**config.mk**
```make
export PLATFORM = sky130hd
export DESIGN_NAME = axi_skid_buffer
export DESIGN_NICKNAME = d
export VERILOG_FILES = /design/src/rtl/axi_skid_buffer.sv
export SDC_FILE = /design/constraint.sdc
export NUM_CORES = 1
export LEC_CHECK = 0
export ABC_AREA = 1
export BUFFER_PORTS_ARGS = -buffer_cell sky130_fd_sc_hd__buf_4
export CORE_UTILIZATION = 48
export CTS_BUF_LIST = sky130_fd_sc_hd__clkbuf_8 sky130_fd_sc_hd__clkbuf_16
export CTS_CLUSTER_DIAMETER = 30
export CTS_CLUSTER_SIZE = 25
export DETAILED_ROUTE_END_ITERATION = 16
export PLACE_DENSITY = 0.73
export SLEW_MARGIN = 10
export SYNTH_ARGS = -nofsm -noshare
export SYNTH_HDL_FRONTEND = slang
export SYNTH_SLANG_ARGS = --single-unit
```
**constraint.sdc**
```tcl
create_clock -name aclk -period 1.53 [get_ports aclk]
set_input_delay 0 -clock aclk [delete_from_list [all_inputs] [get_ports aclk]]
set_output_delay 0 -clock aclk [all_outputs]
set_load 0.01 [all_outputs]
```
**src/rtl/axi_skid_buffer.sv**
```systemverilog
// axi_skid_buffer
// Two-entry register slice (output register + skid register) between an
// upstream ready/valid master and a downstream slave. i_ready, o_valid and
// o_data all come straight from flops, so no combinational path crosses the
// slice. Sustains one beat per cycle with one cycle of latency; a beat that
// arrives while the output is stalled is parked in the skid register.
//
// Ports
//   aclk          clock, rising edge
//   aresetn       asynchronous reset, active-high
//   i_valid       upstream beat valid
//   i_data        upstream payload [WIDTH-1:0]
//   i_ready       slice can accept a beat (registered)
//   o_valid       downstream beat valid (registered)
//   o_data        downstream payload [WIDTH-1:0] (registered)
//   o_ready       downstream accepts
//   stat_in_cnt   input handshake count   (SKID_STATS_EN only)
//   stat_out_cnt  output handshake count  (SKID_STATS_EN only)
//   stat_skid_cnt skid capture count      (SKID_STATS_EN only)
//
// Build option: define SKID_STATS_EN to add the three wrapping 32-bit
// handshake counters. The datapath is identical with or without it.

module axi_skid_buffer #(
  parameter int unsigned WIDTH = 32
) (
  input  logic             aclk,
  input  logic             aresetn,
  input  logic             i_valid,
  input  logic [WIDTH-1:0] i_data,
  output logic             i_ready,
  output logic             o_valid,
  output logic [WIDTH-1:0] o_data,
  input  logic             o_ready
`ifdef SKID_STATS_EN
  ,
  output logic [31:0]      stat_in_cnt,
  output logic [31:0]      stat_out_cnt,
  output logic [31:0]      stat_skid_cnt
`endif
);

  localparam int unsigned CNT_W = 32;

  // State is the pair {o_valid_q, skid_valid_q}: EMPTY(0,0), ONE(1,0), FULL(1,1).
  logic             o_valid_q,    o_valid_d;
  logic             skid_valid_q, skid_valid_d;
  logic [WIDTH-1:0] o_data_q,     o_data_d;
  logic [WIDTH-1:0] skid_data_q,  skid_data_d;
  logic             i_ready_q,    i_ready_d;

  logic acc;
  logic out_free;
  logic out_hs;
  logic skid_cap;

  // State register.
  always_ff @(posedge aclk or posedge aresetn) begin
    if (aresetn) begin
      o_valid_q    <= 1'b0;
      skid_valid_q <= 1'b0;
      o_data_q     <= '0;
      skid_data_q  <= '0;
      i_ready_q    <= 1'b0;
    end else begin
      o_valid_q    <= o_valid_d;
      skid_valid_q <= skid_valid_d;
      o_data_q     <= o_data_d;
      skid_data_q  <= skid_data_d;
      i_ready_q    <= i_ready_d;
    end
  end

  // Next-state logic.
  always_comb begin
    o_valid_d    = o_valid_q;
    skid_valid_d = skid_valid_q;
    o_data_d     = o_data_q;
    skid_data_d  = skid_data_q;

    // i_ready_q is low in FULL, so acceptance and a skid flush never coincide.
    acc      = i_valid & i_ready_q;
    out_free = ~o_valid_q | o_ready;
    out_hs   = o_valid_q & o_ready;
    skid_cap = ~out_free & acc;

    if (out_free) begin
      if (skid_valid_q) begin
        o_data_d     = skid_data_q;
        o_valid_d    = 1'b1;
        skid_valid_d = 1'b0;
      end else if (acc) begin
        o_data_d  = i_data;
        o_valid_d = 1'b1;
      end else begin
        o_valid_d = 1'b0;
      end
    end else if (acc) begin
      // Output stalled: park the new beat, output holds.
      skid_data_d  = i_data;
      skid_valid_d = 1'b1;
    end

    // Look at the next skid state so i_ready drops the cycle after a capture.
    i_ready_d = ~skid_valid_d;
  end

  // Outputs.
  always_comb begin
    i_ready = i_ready_q;
    o_valid = o_valid_q;
    o_data  = o_data_q;
  end

`ifdef SKID_STATS_EN
  logic [CNT_W-1:0] stat_in_cnt_q,   stat_in_cnt_d;
  logic [CNT_W-1:0] stat_out_cnt_q,  stat_out_cnt_d;
  logic [CNT_W-1:0] stat_skid_cnt_q, stat_skid_cnt_d;

  // Statistics counter registers.
  always_ff @(posedge aclk or posedge aresetn) begin
    if (aresetn) begin
      stat_in_cnt_q   <= '0;
      stat_out_cnt_q  <= '0;
      stat_skid_cnt_q <= '0;
    end else begin
      stat_in_cnt_q   <= stat_in_cnt_d;
      stat_out_cnt_q  <= stat_out_cnt_d;
      stat_skid_cnt_q <= stat_skid_cnt_d;
    end
  end

  // Counters wrap naturally at 2^32.
  always_comb begin
    stat_in_cnt_d   = stat_in_cnt_q;
    stat_out_cnt_d  = stat_out_cnt_q;
    stat_skid_cnt_d = stat_skid_cnt_q;
    if (acc)      stat_in_cnt_d   = stat_in_cnt_q   + CNT_W'(1);
    if (out_hs)   stat_out_cnt_d  = stat_out_cnt_q  + CNT_W'(1);
    if (skid_cap) stat_skid_cnt_d = stat_skid_cnt_q + CNT_W'(1);
  end

  always_comb begin
    stat_in_cnt   = stat_in_cnt_q;
    stat_out_cnt  = stat_out_cnt_q;
    stat_skid_cnt = stat_skid_cnt_q;
  end
`else
  // Handshake terms only feed the statistics counters.
  logic unused_stats;
  assign unused_stats = out_hs ^ skid_cap;
`endif

endmodule

```
==> results.tsv <==
metric	value	unit
slowest_delay	0.41	ns
grt_max_degree	68	
relSlewSlack	74.3	%
hold_depth	3	
grt_pass1_wl	12500	µm
grt_pass1_vias	2721	
ff2ff_path_depth	5	
synth_seq_area_share	55.1	%
postRouteAntennaNets	0	
p_switching	0.00184	W
share_seq_of_total_power	44.3	%
synth_area_leaders	dfrtp_1, nand2_1, nand3_1	
crit_arrival	1.60	ns
cp_cell_sequence	inv_4 > nand2_4 > nand2_4 > nand2_1 > nand2_1	
skew	0.00318	ns
setup_viol	0	
cts_sinks	67	
cp_slowest_cell	dfrtp_1	
htreeDepth	3	
synth_seq_cells	67	
clockBufferDepth	2	
cts_made_buffers	9	
syn-num-nets	425	
drcViolationCount	0	
first_pass_iters	4	
cts_tree	yes	
fmax	757	MHz
area_growth	35.7	%
dieArea	6660	µm²
vias	2785	
synth-warning-count	0	
antenna_found_initial	0	
hold_viol	0	
syn_area_per_cell	7.82	µm²
globalRouteTotalUtil	25.2	%
netlist_area	3040	µm²
cp_max_fo	33	
dieHeight	81.6	µm
drv_cap	0	
ir_drop	0.818	mV
clock_power_share	28.1	%
worst-setup-path-type	flop to flop	
clk_pin_slew_worst_paths	0.07	ns
outcome	complete, no violations	
drive_gt1_share	20.1	%
power.internal	0.00405	W
drt-vias-per-instance	4.91	
crit_required	1.81	ns
drv_slew	0	
endpoint_kind	flop	
diodes	0	
fin_tns_setup	0	ns
io_buffers	69	
hp-class	input pin to flop	
rsz0062_at_grt	false	
hold_ws	0.0484	ns
place_congestion	0.765	
post_layout_nonfiller_instances	567	
synth.distinct_cells	14	
cts-root-buf	clkbuf_8	
initial_utilization	50.5	%
worst_pin_slew	0.386	ns
combPwrFrac	27.6	%
drt-total-wl	7430	µm
core_area	6030	µm²
synth_top_area_share	55.1	%
power_leakage	2.31	nW
dp.cells	518	
min_period	1.32	ns
insertion_delay	0.34	ns
fillers	519	
overflow	0	
synth_top_area_cell	dfrtp_1	
die_w	81.6	µm
drt_iter0_markers	207	
switching_share	31.3	%
io_pins	70	
syn_inst	389	
hpwl	4360	µm
finalCritPeriodShare	86.3	%
powerDensity	1430	nW/µm²
wl_per_cell	13.1	µm
cp-start-kind	flop	
final_nets	523	
rows	28	
[per-stage QoR]
stage               utilization, %  instance area [µm²]  worst slack, ns  total power [W]
global placement              59.2                 3570            0.241          0.00414
floorplan                        -                 3040            0.480          0.00351
finish                        68.5                 4130            0.209          0.00590
CTS                           68.5                 4130            0.202          0.00594
detailed placement            59.2                 3570            0.223          0.00420
global route                  68.5                 4130           0.0749          0.00626
[state kept, by name (all words and copies together) (netlist names)]
| signal | count |
|---|---|
| o_data | 32 |
| skid_data_q | 32 |
| i_ready | 1 |
| o_valid | 1 |
| skid_valid_q | 1 |
[cells in the mapped netlist]
master and instances:
nand4_1 1, dfrtp_1 67, a21oi_1 1, nand2_1 257
inv_1 3, inv_4 1, nand3_1 32, nand2_4 2
clkbuf_1 3, nor2_4 1, buf_4 3, buf_6 8
buf_2 8, nand2_2 2
[critical path, delay by kind of cell, from the launching register on]
| family | cells | cell delay (ns) |
|---|---|---|
| DFF | 1 | 0.41 |
| and+or+nand+nor | 4 | 0.69 |
| buffers and inverters | 1 | 0.15 |
[cell type report]
cell class / instances / area, µm² / share of cell area (%)
Sequential cell: 67 / 1680 / 40.6
Multi-Input combinational cell: 296 / 1180 / 28.7
Timing Repair Buffer: 109 / 926 / 22.4
Clock buffer: 11 / 151 / 3.67
Tap cell: 75 / 93.8 / 2.27
Clock inverter: 5 / 75.1 / 1.82
Inverter: 4 / 21.3 / 0.515
[path summary, 6_finish.rpt]
| path | from | slack [ns] | to |
|---|---|---|---|
| max in group asynchronous | aresetn | 0.92 | o_data[17]$_DFFE_PP0P_ |
| min in group asynchronous | aresetn | 0.30 | o_data[28]$_DFFE_PP0P_ |
| worst max register to register | skid_valid_q$_DFF_PP0_ | 0.21 | o_data[29]$_DFFE_PP0P_ |
| worst min register to register | skid_data_q[2]$_DFFE_PP0P_ | 0.47 | skid_data_q[2]$_DFFE_PP0P_ |
| worst max-delay path | skid_valid_q$_DFF_PP0_ | 0.21 | o_data[29]$_DFFE_PP0P_ |
| worst min-delay path | i_valid | 0.05 | skid_valid_q$_DFF_PP0_ |
[repair_timing]
| action | 4_1_cts | 5_1_grt |
|---|---|---|
| gates resized for setup | 0 | 0 |
| endpoints found under the setup margin | 0 | 0 |
| hold buffers | 33 | 0 |
| hold endpoints to repair | 128 | 0 |
| setup buffers | 0 | 0 |
[per-layer routing]
metal  part of all wire, %  vias to the layer above  global-route usage [%]  routed length [µm]
met5                     0                        -                       0                   0
met4                   1.7                        0                    9.65                 123
met3                   5.5                       13                    5.78                 408
met2                    49                       90                    42.8                3630
met1                    44                     1300                    31.2                3270
li1                      -                     1382                       -                   -
[power groups by stage]
stage                     Combinational [W]  Clock [W]  Sequential [W]
final                               0.00163    0.00166         0.00261
after global routing                0.00183    0.00175         0.00267
after detailed placement            0.00156          0         0.00264
after floorplan                    0.000810          0         0.00270
after CTS                           0.00164    0.00169         0.00261
after global placement              0.00152          0         0.00262
[kinds of logic after synthesis]
group / share of synthesized area (%)
buf+inv: 5.97
simple gates: 38.7
flops: 55.1
compound gates: 0.164
[cell usage in the layout, fill, tap and decap left out, drive strengths merged]
master	n
nor2	1
clkinv	3
bufinv	2
dlygate4sd3	33
buf	76
nand2	261
clkbuf	11
a21oi	1
dfrtp	67
clkinvlp	1
inv	3
nand3	32
nand4	1
(Power assumes the default switching activity.)
